### src/rtl/serial_pkg.sv
// Shared types and constants for the serial transmitter slice.
package serial_pkg;

  typedef enum logic [2:0] {
    IDLE   = 3'd0,
    START  = 3'd1,
    DATA   = 3'd2,
    PARITY = 3'd3,
    STOP   = 3'd4
  } state_t;

  localparam logic IDLE_LEVEL  = 1'b1;
  localparam logic START_LEVEL = 1'b0;

  // Counter width able to hold n-1; never narrower than one bit.
  function automatic int unsigned cnt_w(input int unsigned n);
    return (n <= 1) ? 1 : $clog2(n);
  endfunction

endpackage

### src/rtl/serial_tx_bit_timer.sv
// Bit-period timer: counts clock cycles and pulses tick on the last cycle of each bit.
module bit_timer
  import serial_pkg::*;
#(
  parameter int unsigned CLKS_PER_BIT = 4
) (
  input  logic clk,
  input  logic reset,
  input  logic clear_i,
  output logic tick_o
);

  localparam int unsigned   CW   = cnt_w(CLKS_PER_BIT);
  localparam logic [CW-1:0] LAST = CW'(CLKS_PER_BIT - 1);

  logic [CW-1:0] cnt_q;

  always_ff @(posedge clk) begin
    if (reset || clear_i) begin
      cnt_q <= '0;
    end else if (cnt_q == LAST) begin
      cnt_q <= '0;
    end else begin
      cnt_q <= cnt_q + 1'b1;
    end
  end

  assign tick_o = (cnt_q == LAST);

endmodule

### src/rtl/serial_tx.sv
// Bit-serial frame transmitter: start, WIDTH data bits LSB first, optional even parity, stop.
module serial_tx
  import serial_pkg::*;
#(
  parameter int unsigned WIDTH        = 8,
  parameter int unsigned CLKS_PER_BIT = 4,
  parameter int unsigned PARITY_EN    = 1
) (
  input  logic             clk,
  input  logic             reset,
  input  logic [WIDTH-1:0] tx_data,
  input  logic             tx_valid,
  output logic             tx_ready,
  output logic             tx,
  output logic             busy,
  output logic             done
);

  localparam int unsigned   BW       = $clog2(WIDTH + 1);
  localparam logic [BW-1:0] LAST_BIT = BW'(WIDTH - 1);

  state_t           state_q;
  logic [WIDTH-1:0] shift_q;
  logic [WIDTH-1:0] shift_nxt;
  logic [BW-1:0]    bit_cnt_q;
  logic             parity_q;
  logic             tx_q;
  logic             done_q;
  logic             tick;

  // Timer is held cleared in IDLE so every frame's first bit starts at count 0.
  bit_timer #(
    .CLKS_PER_BIT(CLKS_PER_BIT)
  ) u_timer (
    .clk    (clk),
    .reset  (reset),
    .clear_i(state_q == IDLE),
    .tick_o (tick)
  );

  assign shift_nxt = shift_q >> 1;

  always_ff @(posedge clk) begin
    if (reset) begin
      state_q   <= IDLE;
      shift_q   <= '0;
      bit_cnt_q <= '0;
      parity_q  <= 1'b0;
      tx_q      <= IDLE_LEVEL;
      done_q    <= 1'b0;
    end else begin
      done_q <= 1'b0;
      unique case (state_q)
        IDLE: begin
          tx_q <= IDLE_LEVEL;
          if (tx_valid) begin
            shift_q   <= tx_data;
            parity_q  <= ^tx_data;
            bit_cnt_q <= '0;
            tx_q      <= START_LEVEL;
            state_q   <= START;
          end
        end
        START: begin
          if (tick) begin
            tx_q    <= shift_q[0];
            state_q <= DATA;
          end
        end
        DATA: begin
          if (tick) begin
            shift_q <= shift_nxt;
            if (bit_cnt_q == LAST_BIT) begin
              bit_cnt_q <= '0;
              if (PARITY_EN != 0) begin
                tx_q    <= parity_q;
                state_q <= PARITY;
              end else begin
                tx_q    <= IDLE_LEVEL;
                state_q <= STOP;
              end
            end else begin
              bit_cnt_q <= bit_cnt_q + 1'b1;
              tx_q      <= shift_nxt[0];
            end
          end
        end
        PARITY: begin
          if (tick) begin
            tx_q    <= IDLE_LEVEL;
            state_q <= STOP;
          end
        end
        STOP: begin
          if (tick) begin
            done_q  <= 1'b1;
            tx_q    <= IDLE_LEVEL;
            state_q <= IDLE;
          end
        end
        default: begin
          tx_q    <= IDLE_LEVEL;
          state_q <= IDLE;
        end
      endcase
    end
  end

  assign tx       = tx_q;
  assign tx_ready = (state_q == IDLE);
  assign busy     = ~tx_ready;
  assign done     = done_q;

endmodule

### config.mk
export PLATFORM = sky130hd
export DESIGN_NAME = serial_tx
export DESIGN_NICKNAME = d
export VERILOG_FILES = /design/src/rtl/serial_pkg.sv /design/src/rtl/serial_tx_bit_timer.sv /design/src/rtl/serial_tx.sv
export SDC_FILE = /design/constraint.sdc
export NUM_CORES = 1
export LEC_CHECK = 0
export CORE_MARGIN = 5
export CORE_UTILIZATION = 57
export DETAILED_ROUTE_END_ITERATION = 10
export GPL_ROUTABILITY_DRIVEN = 0
export GPL_TIMING_DRIVEN = 0
export PLACE_DENSITY_LB_ADDON = 0.1
export REMOVE_ABC_BUFFERS = 1
export SLEW_MARGIN = 20
export SYNTH_ARGS = -nofsm -noshare
export SYNTH_HDL_FRONTEND = slang
export SYNTH_SLANG_ARGS = --single-unit
### constraint.sdc
create_clock -name clk -period 4 [get_ports clk]
set_input_delay 0.8 -clock clk [delete_from_list [all_inputs] [get_ports clk]]
set_output_delay 0.8 -clock clk [all_outputs]
set_load 0.01 [all_outputs]
Word level (Yosys, flattened, before mapping)

Index checks and enable logic that the tools add are counted.

Equal/unequal tests: 13
Reduce and logical (&&, ||, !) cells: 11
Multiplexer cells: 21
Bitwise operators: 2
$add $sub $neg: 2

Operators with widths:

| kind                  | count |
|---|---|
| $mux W3               | 6 |
| $mux W8               | 2 |
| $pmux W8 S2           | 1 |
| $pmux W3 S5           | 1 |
| $mux W4               | 3 |
| $ne A2 B2 Y1 const B  | 6 |
| $pmux W4 S2           | 1 |
| $reduce_xor A8 Y1     | 1 |
| $eq A3 B2 Y1 const B  | 2 |
| $mux W1               | 6 |
| $reduce_and A3 Y1     | 2 |
| $reduce_and A6 Y1     | 1 |
| $reduce_or A2 Y1      | 3 |
| $add A4 B1 Y4 const B | 1 |
| $eq A4 B3 Y1 const B  | 1 |
| $pmux W1 S4           | 1 |
| $eq A3 B1 Y1 const B  | 1 |
| $eq A3 B3 Y1 const B  | 1 |
| $logic_not A3 Y1      | 1 |
| $add A2 B1 Y2 const B | 1 |
| $eq A2 B2 Y1 const B  | 1 |
| $ne A2 B1 Y1 const B  | 1 |
| $not A1 Y1            | 2 |
| $reduce_and A2 Y1     | 1 |
| other kinds (2)       | 2 |

Output and inout bits: 4
Flip-flop bits (word level): 20
Input bits: 11
Word-level logic and storage cells: 56

Depth between registers and ports, before layout

Gate-level depths: netlist of the first run.

Depth in word-level cells: 4
Depth in mapped cells: 6
Mapped depth without buffers: 5

Cells and area by module

A second synthesis of the first run with hierarchy kept.

Cells, all modules: 114
Area total of the unflattened synthesis: 1042.2 µm²

Modules (own cells, without submodules):

| module    | cells each | area an instance (µm²) | sequential area each (µm²) | times used |
|---|---|---|---|---|
| serial_tx | 109        | 962.2                  | 360.3                      | 1 |
| bit_timer | 5          | 80.1                   | 40.0                       | 1 |

Worst setup path before layout of the first run

Ideal clock, no wire load.

Kind: reg-to-output
Start point: register state_q[1]
End point: output port busy
Path slack: 2.254 ns
Path buffers: 1
Data required time: 3.200 ns
Arrival: 0.946 ns
Stages on the path, launching flop included: 4
Cell sequence: dfxtp_1 -> buf_2 -> nor3_4 -> inv_1

Longest elaborated chain between the ends: 2

Ends and longest elaborated chain:

| element                | line             | RTL |
|---|---|---|
| start, declared        | serial_tx.sv:22  | `state_t state_q;` |
| start signal, assigned | serial_tx.sv:45  | `state_q <= IDLE;` |
| start signal, assigned | serial_tx.sv:61  | `state_q <= START;` |
| start signal, assigned | serial_tx.sv:67  | `state_q <= DATA;` |
| $logic_not A3 Y1       | serial_tx.sv:110 | `assign tx_ready = (state_q == IDLE);` |
| named net tx_ready     | serial_tx.sv:13  | `output logic tx_ready,` |
| $not A1 Y1             | serial_tx.sv:111 | `assign busy = ~tx_ready;` |
| end, declared          | serial_tx.sv:15  | `output logic busy,` |

The timed path passes the listed nets, and every way through them passes these cells.

Final worst setup path of the first run

Start point: register state_q[0]
End point: output port tx_ready

Longest elaborated chain between the ends: 1

Ends and longest elaborated chain:

| element          | line |
|---|---|
| $logic_not A3 Y1 | serial_tx.sv:110 |
| end, declared    | serial_tx.sv:13 |

No other way between the ends.

==> results of run 1 <==
-- layout make-up --
| type | instances | share of cell area, % |
|---|---|---|
| Multi-Input combinational cell | 85 | 50.9 |
| Sequential cell | 20 | 32.9 |
| Timing Repair Buffer | 14 | 11.5 |
| Tap cell | 25 | 2.57 |
| Clock buffer | 3 | 1.85 |
| Inverter | 1 | 0.308 |
-- Yosys cell counts (3+ instances only) --
cell type                  count  area share, %
sky130_fd_sc_hd__dfxtp_1      20             37
sky130_fd_sc_hd__mux2i_1       9            8.3
sky130_fd_sc_hd__nor2_1        9            3.1
sky130_fd_sc_hd__a21oi_1       8            3.7
sky130_fd_sc_hd__nand2_1       8            2.8
sky130_fd_sc_hd__xnor2_1       7            5.7
sky130_fd_sc_hd__a211oi_1      6            4.2
sky130_fd_sc_hd__clkbuf_1      4            1.4
sky130_fd_sc_hd__nand3_1       4            1.8
sky130_fd_sc_hd__nand4b_1      4            3.2
sky130_fd_sc_hd__a211oi_2      3            3.5
sky130_fd_sc_hd__buf_6         3            3.1
sky130_fd_sc_hd__o21ai_0       3            1.4
-- metal layers --
layer | vias up | routed length [µm] | track usage (%) | part of all wire [%]
met4 | 0 | 48 | 8.94 | 2.5
met1 | 392 | 874 | 20.3 | 45
met2 | 12 | 942 | 26.5 | 48
met3 | 5 | 82 | 6.65 | 4.2
met5 | - | 0 | 0 | 0
li1 | 442 | - | - | -
-- kinds of logic (layout without fill, tap and decap cells) --
group | count (synthesis) | in the layout
simple gates | 39 | 39
mux | 9 | 9
compound gates | 27 | 27
xor+xnor | 8 | 8
buf+inv | 10 | 18
flops | 20 | 20
fa+ha+maj | 2 | 2
-- stage by stage --
step	instances	utilization (%)	hold WS, ps
after global routing	148	69.0	480
after global placement	145	67.7	414
after floorplan	106	-	404
after detailed placement	145	67.7	423
after CTS	148	69.0	438
final	148	69.0	434
-- state kept, by name, summed over array words and instances (netlist names) --
signal,count
bit_cnt_q,4
done,1
parity_q,1
shift_q,8
state_q,3
tx,1
u_timer.cnt_q,2
-- cells in the final DEF (no fill, tap or decap), types with 2 or more instances in the layout --
cell,instances
sky130_fd_sc_hd__nand3b_1,2
sky130_fd_sc_hd__a211oi_2,3
sky130_fd_sc_hd__xnor2_1,7
sky130_fd_sc_hd__a21oi_1,8
sky130_fd_sc_hd__clkbuf_4,3
sky130_fd_sc_hd__nand2_1,8
sky130_fd_sc_hd__o21ai_0,3
sky130_fd_sc_hd__dfxtp_1,20
sky130_fd_sc_hd__mux2i_1,9
sky130_fd_sc_hd__o31ai_1,2
sky130_fd_sc_hd__a211oi_1,6
sky130_fd_sc_hd__nor3_1,2
sky130_fd_sc_hd__clkdlybuf4s50_1,14
sky130_fd_sc_hd__nor3_4,2
sky130_fd_sc_hd__nand3_1,4
sky130_fd_sc_hd__o21a_1,2
sky130_fd_sc_hd__nand4b_1,4
sky130_fd_sc_hd__ha_1,2
sky130_fd_sc_hd__nor2_1,9
-- how the worst min path moves through the flow --
stage | startpoint | to
final | u_timer.cnt_q[0] | u_timer.cnt_q[0]
after global routing | u_timer.cnt_q[0] | u_timer.cnt_q[0]
after CTS | u_timer.cnt_q[0] | u_timer.cnt_q[0]
after detailed placement | u_timer.cnt_q[0] | u_timer.cnt_q[0]
after global placement | u_timer.cnt_q[0] | u_timer.cnt_q[0]
after floorplan | u_timer.cnt_q[0] | u_timer.cnt_q[0]
-- report_power, final --
part	switching [mW]	internal [mW]	leakage (nW)	total, mW
clock network	0.0600	0.0353	0.0138	0.0953
logic	0.0355	0.0395	0.224	0.0750
registers	0.0113	0.211	0.164	0.223
total	0.107	0.286	0.402	0.393
==> implementation parameters, run 1 <==
Parameter                              Value

Outcome
  Outcome    finished clean

Placed design
  Placed Instance Area    1190 µm²
  Count of buffers from port buffering    14
  Worst Setup Slack post-DPL    1380 ps
  DP HPWL    1330 µm

Timing
  Setup repair after global routing missed its margin    false
  Pins over their slew limit    0
  Final setup violation count    0
  Measured slew at the worst slew-check pin    795 ps
  Setup WS post-layout    1340 ps
  Hold Violations, Final    0
  Final period util    66.6%
  Upper clock frequency limit    375 MHz
  Total Neg Setup Slack    0 ps
  Period minus WS final    2660 ps
  Worst slew margin relative to its limit    46.8%
  Max Clock Skew    7.27 ps

Floorplan
  Total die area    2880 µm²
  Core area    1760 µm²
  Number of rows created at floorplan    15
  Effective utilization at floorplan    61.5%
  Vertical die dimension    53.6 µm
  Num ports    15
  Overall die width    53.6 µm

Yosys
  Largest family of logic cells by synthesized area    simple AND/OR/NAND/NOR gates
  Number of synthesized register bits    20
  Async S/R FF share, synth    0%
  Area fraction in compound gates after synthesis    17.4%
  Portion of the post-synthesis area used by sequential elements    36.9%
  Post-Synthesis Mean Instance Area    9.43 µm²
  Netlist area before placement    1080 µm²
  Count of warnings emitted by yosys    0
  Number of enable-type register cells in the synthesized netlist    0
  Number of different library cells in the post-synthesis netlist    34
  Syn Inst Count    115
  Proportion of synthesized area in mux cells    8.30%
  Area fraction in and, or, nand and nor cells after synthesis    22.6%
  Fraction of the mapped netlist area in adder cells    2.31%
  Most instantiated flip-flop cell in the synthesis netlist    sky130_fd_sc_hd__dfxtp_1
  Xor/xnor cell area share of the yosys netlist    6.46%

Setup path
  Reg2Reg Setup Slack    2050 ps
  Nature of the critical path endpoint    output pin
  Timing startpoint of the critical path    state_q[0]
  Cell class contributing the biggest share of worst-path delay    buffers and inverters
  Ordered list of cells on the worst path    nor3_4 > clkdlybuf4s50_1
  Origin of the critical flop-to-flop path    state_q[1]
  Capture instance of the worst register-to-register path    shift_q[6]
  Highest net fanout along the worst path    14
  Data arrival time of the critical path    1860 ps
  Cells on worst reg2reg path    3
  Startpoint kind of the worst setup timing path    flop
  Buf+Inv Stages, Crit Path    1
  Critical Path Stages    2
  Worst path required time    3200 ps
  Class of the most critical setup path    flop to output pin
  Destination of the critical timing path    tx_ready
  Slowest CP cell    sky130_fd_sc_hd__clkdlybuf4s50_1
  Peak per-stage delay on the critical path    610 ps

GRT
  Total GRT Usage    17.1%
  GR Overflow Total    0
  Maximum number of pins on one net before global-route repair    21
  Global-route wire length before repair    3440 µm
  Antenna violations before repair    0
  Vias in the first global route    833

Clock tree
  Clock Pin Slew Worst Setup and Hold Paths    110 ps
  CTS Buf Count    3
  Worst-Skew Late Latency    310 ps
  Number of levels the H-tree was split into    1
  Cts repair resizes    0
  Number of sinks driven by the clock tree    20
  Cell at the root of the clock tree    sky130_fd_sc_hd__clkbuf_4
  Post-CTS Repair Setup Buffers    0
  Largest buffer count on any clock path    2
  Quantity of hold-fixing buffers added after cts    0
  CTS tree    built

Pwr
  Power density cells    323 nW/µm²
  Leakage power of the design    0.402 nW
  Peak supply drop    0.233 mV
  Final total power    0.393 mW

Cells and area
  Area growth from synthesis to layout    12.2%
  Area of all placed cells without fillers    1220 µm²
  Fin nets    138
  Share of final-layout standard cells stronger than drive strength 1    7.32%
  Number of antenna repair diodes    0
  Area of the multi-input gates    619 µm²
  Number of filler cells placed in the layout    155
  Area taken by flip-flops and latches    400 µm²

Run
  Max_cap viols    0

Hold path
  Hold-critical path depth    1
  Hold Crit Class    flop to flop

Detailed routing
  DRT antenna net count    0
  Average vias per placed instance    5.75
  Wire length per cell after detailed routing    13.2 µm
  Detailed Route WL    1950 µm
  Drt first pass iters    4
  Number of DRC markers after the initial detailed-route iteration    14
  Number of design rule violations left after detail routing    0
  Via count    851
No activity file was read; power rests on OpenSTA's default activity.
==> inputs of run 2 (changes only) <==
--- a/config.mk
+++ b/config.mk
@@ -6,7 +6,7 @@
 export NUM_CORES = 1
 export LEC_CHECK = 0
 export CORE_MARGIN = 5
-export CORE_UTILIZATION = 57
+export CORE_UTILIZATION = 48
 export DETAILED_ROUTE_END_ITERATION = 10
 export GPL_ROUTABILITY_DRIVEN = 0
 export GPL_TIMING_DRIVEN = 0
==> constraint.sdc (replaced) <==
create_clock -name clk -period 2.25 [get_ports clk]
set_input_delay 0.45 -clock clk [delete_from_list [all_inputs] [get_ports clk]]
set_output_delay 0.45 -clock clk [all_outputs]
set_load 0.01 [all_outputs]
==> implementation parameters, run 2 (synthesis gave the netlist of run 1 again) <==
Parameter                              Value

Outcome
  Outcome    finished clean

Floorplan
  Number of rows created at floorplan    17 (+2)
  Core area    2190 µm² (+24%)
  Overall die width    57.5 µm (+7.3%)
  Total die area    3310 µm² (+15%)
  Num ports    15 (unchanged)
  Vertical die dimension    57.5 µm (+7.3%)
  Effective utilization at floorplan    49.5% (-12 points)

Clock tree
  Cell at the root of the clock tree    sky130_fd_sc_hd__clkbuf_4
  CTS tree    built
  CTS Buf Count    3 (unchanged)
  Number of sinks driven by the clock tree    20 (unchanged)
  Worst-Skew Late Latency    300 ps (about the same)
  Largest buffer count on any clock path    2 (unchanged)
  Quantity of hold-fixing buffers added after cts    0 (unchanged)
  Clock Pin Slew Worst Setup and Hold Paths    110 ps (about the same)
  Number of levels the H-tree was split into    1 (unchanged)

Cells and area
  Top Registers    shift_q: 8 flops, bit_cnt_q: 4 flops, state_q: 3 flops
  Area growth from synthesis to layout    15.5%
  Number of antenna repair diodes    0 (unchanged)
  Fin nets    140 (+1.4%)
  Share of final-layout standard cells stronger than drive strength 1    11.1% (+3.8 points)
  Area of all placed cells without fillers    1250 µm² (+2.9%)
  Commonest non-fill, non-tap cell in the layout    sky130_fd_sc_hd__dfxtp_1
  Layout Cells excl Fill    154 (+4.1%)
  Largest register FFs    8 (unchanged)
  Largest Register    shift_q
  Highest-count cells in the layout ignoring fill and taps    18 x sky130_fd_sc_hd__dfxtp_1, 14 x sky130_fd_sc_hd__clkdlybuf4s50_1, 9 x sky130_fd_sc_hd__mux2i_1, 9 x sky130_fd_sc_hd__nor2_1
  Number of filler cells placed in the layout    207 (+34%)

Placed design
  Placed Instance Area    1200 µm² (+0.31%)
  DP HPWL    1350 µm (+2.2%)
  Number of placed cells counting well taps    148 (+2.1%)
  Count of buffers from port buffering    14 (unchanged)

Timing
  Total Neg Setup Slack    0 ps (unchanged)
  Measured slew at the worst slew-check pin    781 ps (-13.3 ps)
  Setup repair after global routing missed its margin    false
  Hold Violations, Final    0 (unchanged)
  Worst slew margin relative to its limit    47.7% (+0.89 points)
  Final period util    92.3%
  Final setup violation count    0 (unchanged)
  Period minus WS final    2080 ps
  Upper clock frequency limit    481 MHz
  Max Clock Skew    6.80 ps (-0.477 ps)
  Pins over their slew limit    0 (unchanged)

Pwr
  Peak supply drop    0.417 mV (+79%)
  Leakage power of the design    0.419 nW (+4.2%)
  Power density cells    593 nW/µm² (+84%)

Detailed routing
  Number of design rule violations left after detail routing    0 (unchanged)
  Average vias per placed instance    5.62 (-2.2%)
  Number of DRC markers after the initial detailed-route iteration    5 (-9)
  Via count    866 (+1.8%)
  Wire length per cell after detailed routing    12.7 µm (-3.8%)
  Detailed Route WL    1950 µm (+0.10%)
  DRT antenna net count    0 (unchanged)
  Drt first pass iters    4 (unchanged)

Setup path
  Reg2Reg Setup Slack    320 ps (-1730 ps)
  Nature of the critical path endpoint    output pin
  Startpoint kind of the worst setup timing path    flop
  Cells on worst reg2reg path    5 (+2)
  Worst path required time    1800 ps (-1400 ps)
  Data arrival time of the critical path    1630 ps (-230 ps)
  Highest net fanout along the worst path    12 (-2)
  Class of the most critical setup path    flop to output pin

GRT
  GR Overflow Total    0 (unchanged)
  Total GRT Usage    13.3% (-3.8 points)
  Antenna violations before repair    0 (unchanged)
  Vias in the first global route    828 (-0.60%)
  Global-route wire length before repair    3520 µm (+2.2%)
  Maximum number of pins on one net before global-route repair    21 (unchanged)

Hold path
  Hold-critical path depth    1 (unchanged)
  Hold Crit Class    flop to flop

Run
  Max_cap viols    0 (unchanged)
## run 2: where the power goes
group,switching [mW],leakage [nW],internal [mW]
registers,0.0194,0.165,0.376
logic,0.0635,0.233,0.0735
clock network,0.111,0.0210,0.0987
## run 2: stage by stage
stage | hold WS [ps] | setup slack (ps) | power [mW] | util, %
after global placement | 413 | 65.6 | 0.534 | 54.7
after CTS | 440 | 53.9 | 0.754 | 57.1
after detailed placement | 431 | -1.87 | 0.538 | 54.7
after global routing | 486 | 68.9 | 0.789 | 57.2
after floorplan | 404 | 617 | 0.482 | -
final | 432 | 173 | 0.743 | 57.2
## run 2: final timing paths
| check | start | to |
|---|---|---|
| worst min register to register | u_timer.cnt_q[0] | u_timer.cnt_q[0] |
| worst min-delay path | u_timer.cnt_q[0] | u_timer.cnt_q[0] |
| worst max register to register | u_timer.cnt_q[0] | bit_cnt_q[3] |
| worst max-delay path | state_q[1] | tx_ready |
## run 2: cell type report
type | count | area, µm² | area share [%]
flip-flops and latches | 20 | 403 | 32.2
multi-input cells | 85 | 619 | 49.5
repair buffers | 16 | 155 | 12.4
well taps | 28 | 35.0 | 2.80
clock buffers | 4 | 36.3 | 2.90
inverters | 1 | 3.75 | 0.300
## run 2: worst max-delay path, stage by stage, from the launching register on
cell and delay (ps):
sky130_fd_sc_hd__dfxtp_1 470, sky130_fd_sc_hd__nor3_4 290, sky130_fd_sc_hd__clkdlybuf4s50_1 580
## run 2: timing repair
action,in CTS,in global routing
setup endpoints to repair,2,1
buffers inserted,2,0
gates resized for setup,0,2
pin swaps,1,0
## run 2: routing by layer
layer | GRT usage (%) | part of all wire [%]
met5 | 0 | 0
met4 | 5.30 | 1.4
met3 | 2.94 | 3.2
met2 | 22.1 | 47
met1 | 16.5 | 48
==> inputs of run 3 (changes only) <==
--- a/config.mk
+++ b/config.mk
@@ -6,7 +6,8 @@
 export NUM_CORES = 1
 export LEC_CHECK = 0
 export CORE_MARGIN = 5
-export CORE_UTILIZATION = 48
+export CORE_UTILIZATION = 50
+export CTS_BUF_LIST = sky130_fd_sc_hd__clkbuf_2
 export DETAILED_ROUTE_END_ITERATION = 10
 export GPL_ROUTABILITY_DRIVEN = 0
 export GPL_TIMING_DRIVEN = 0
@@ -16,3 +17,4 @@
 export SYNTH_ARGS = -nofsm -noshare
 export SYNTH_HDL_FRONTEND = slang
 export SYNTH_SLANG_ARGS = --single-unit
+export TNS_END_PERCENT = 30
==> implementation parameters, run 3 (synthesis gave the netlist of run 1 again) <==
Parameter                              Value

Placed design
  DP HPWL    1430 µm (+5.4%)
  Placed Instance Area    1200 µm² (-0.10%)
  Count of buffers from port buffering    14 (unchanged)

Cells and area
  Final core utilization    61.1% (+3.9 points)
  Commonest non-fill, non-tap cell in the layout    sky130_fd_sc_hd__dfxtp_1
  Number of antenna repair diodes    0 (unchanged)
  Share of final-layout standard cells stronger than drive strength 1    11.1% (unchanged)
  Area growth from synthesis to layout    13.8%
  Fin nets    140 (unchanged)
  Largest Register    shift_q
  Area of all placed cells without fillers    1230 µm² (-1.4%)
  Top Registers    shift_q: 8 flops, bit_cnt_q: 4 flops, state_q: 3 flops
  Largest register FFs    8 (unchanged)
  Highest-count cells in the layout ignoring fill and taps    17 x sky130_fd_sc_hd__dfxtp_1, 14 x sky130_fd_sc_hd__clkdlybuf4s50_1, 9 x sky130_fd_sc_hd__mux2i_1, 9 x sky130_fd_sc_hd__nor2_1

Detailed routing
  Number of DRC markers after the initial detailed-route iteration    6 (+1)
  Met1 WL    970 µm (+3.6%)
  Wire length per cell after detailed routing    13.7 µm (+8.3%)
  Average vias per placed instance    5.87 (+4.4%)
  Drt first pass iters    4 (unchanged)
  Total met2 wirelength after detailed routing    1020 µm (+11%)
  DRT antenna net count    0 (unchanged)
  Via count    898 (+3.7%)
  Number of design rule violations left after detail routing    0 (unchanged)
  Detailed route wirelength on metal3    57 µm (-9.5%)
  Detailed Route WL    2100 µm (+7.6%)
  Top Layer Used    met4

Clock tree
  CTS tree    built
  Worst-Skew Late Latency    330 ps (+30 ps)
  Cell at the root of the clock tree    sky130_fd_sc_hd__clkbuf_2
  CTS Buf Count    3 (unchanged)
  Clock Pin Slew Worst Setup and Hold Paths    200 ps (+90 ps)
  Number of sinks driven by the clock tree    20 (unchanged)
  Largest buffer count on any clock path    2 (unchanged)
  Number of levels the H-tree was split into    1 (unchanged)

GRT
  Total GRT Usage    14.8% (+1.5 points)
  GR Overflow Total    0 (unchanged)
  Vias in the first global route    895 (+8.1%)
  Global-route wire length before repair    3710 µm (+5.5%)
  Maximum number of pins on one net before global-route repair    21 (unchanged)
  Antenna violations before repair    0 (unchanged)

Setup path
  Nature of the critical path endpoint    output pin
  Highest net fanout along the worst path    13 (+1)
  Origin of the critical flop-to-flop path    u_timer.cnt_q[0]
  Slowest CP cell    sky130_fd_sc_hd__clkdlybuf4s50_1
  Reg2Reg Setup Slack    260 ps (-60 ps)
  Timing startpoint of the critical path    state_q[2]
  Ordered list of cells on the worst path    nor3_4 > clkdlybuf4s50_1
  Peak per-stage delay on the critical path    580 ps (about the same)
  Worst path required time    1800 ps (about the same)
  Capture instance of the worst register-to-register path    shift_q[6]
  Cells on worst reg2reg path    5 (unchanged)
  Class of the most critical setup path    flop to output pin
  Data arrival time of the critical path    1670 ps (+40 ps)
  Startpoint kind of the worst setup timing path    flop

Floorplan
  Total die area    3200 µm² (-3.3%)
  Vertical die dimension    56.6 µm (-1.7%)
  Num ports    15 (unchanged)
  Core area    2020 µm² (-7.7%)
  Number of rows created at floorplan    16 (-1)
  Overall die width    56.6 µm (-1.7%)
  Effective utilization at floorplan    53.7% (+4.1 points)

Outcome
  Outcome    finished clean

Hold path
  Hold-critical path depth    1 (unchanged)
  Min-Delay Endpoint    u_timer.cnt_q[0]
  Hold Crit Class    flop to flop
  Hold Path Origin    u_timer.cnt_q[0]

Pwr
  Net switching power figure    0.201 mW (+3.4%)
  Final total power    0.690 mW (-7.1%)
  Power density cells    559 nW/µm² (-5.8%)
  Clock power share    22.2% (-6.1 points)
  Leakage power of the design    0.412 nW (-1.5%)
  Combinational group share of total power    20.2% (+1.8 points)
  Switching power share of the total    29.1% (+3.0 points)
  Fraction of power consumed by sequential logic    57.6% (+4.3 points)
  Internal Pwr Total    0.489 mW (-11%)
  Peak supply drop    0.410 mV (-1.5%)

Timing
  Hold Violations, Final    0 (unchanged)
  Final setup violation count    0 (unchanged)
  Final period util    94.3% (+1.9 points)
  Measured slew at the worst slew-check pin    807 ps (+25.4 ps)
  Period minus WS final    2120 ps (+43.7 ps)
  Hold_ws    441 ps (+8.66 ps)
  Worst slew margin relative to its limit    46.0% (-1.7 points)
  Upper clock frequency limit    471 MHz (-2.1%)
  Setup repair after global routing missed its margin    false
  Pins over their slew limit    0 (unchanged)
  Max Clock Skew    14.9 ps (+8.06 ps)

Run
  Max_cap viols    0 (unchanged)
==> run 3: timing repair <==
item,CTS,global route
hold buffers,0,0
resized for setup,1,2
endpoints found under the hold margin,0,0
pin swaps,1,0
endpoints found under the setup margin,2,2
setup buffers,2,0
==> run 3: area by class of cell <==
cell class                 instances  area [µm²]
multi-input combinational         85         619
fill                             187         787
sequential                        20         404
tap                               27        33.8
inverter                           1        3.75
clock inverter                     1        3.75
timing repair buffer              16         155
clock buffer                       3        15.0
==> run 3: power groups by stage <==
stage / Sequential (mW) / Combinational, mW / Clock (mW)
after floorplan: 0.401 / 0.0816 / 0
after global placement: 0.402 / 0.131 / 0
after detailed placement: 0.404 / 0.135 / 0
after CTS: 0.397 / 0.140 / 0.161
after global routing: 0.401 / 0.153 / 0.177
final: 0.398 / 0.139 / 0.153
==> run 3: critical path: cells and delay by family (launching register included) <==
kind                   cells  cell delay (ps)
buffers and inverters      1              580
DFF                        1              460
and+or+nand+nor            1              290
==> run 3: through the flow <==
step	std cells	TNS [ps]	worst slack, ps
2_1_floorplan	106	0	617
3_3_place_gp	147	0	70.3
3_5_place_dp	147	-74.1	-46.7
4_1_cts	153	0	3.78
5_1_grt	153	0	34.6
6_report	153	0	129
==> run 3: per-layer routing <==
layer	vias to the layer above	track usage (%)
li1	444	-
met2	16	25.2
met1	432	16.7
met5	-	0
met4	0	8.14
met3	6	3.44
==> run 3: how the worst max path moves through the flow <==
stage / depth (start not counted) / endpoint / slack, ps
2_1_floorplan: 3 / shift_q[2] / 620
3_3_place_gp: 5 / bit_cnt_q[3] / 70
4_1_cts: 3 / busy / 4
5_1_grt: 5 / shift_q[6] / 30
6_report: 2 / tx_ready / 130
3_5_place_dp: 5 / shift_q[6] / -50
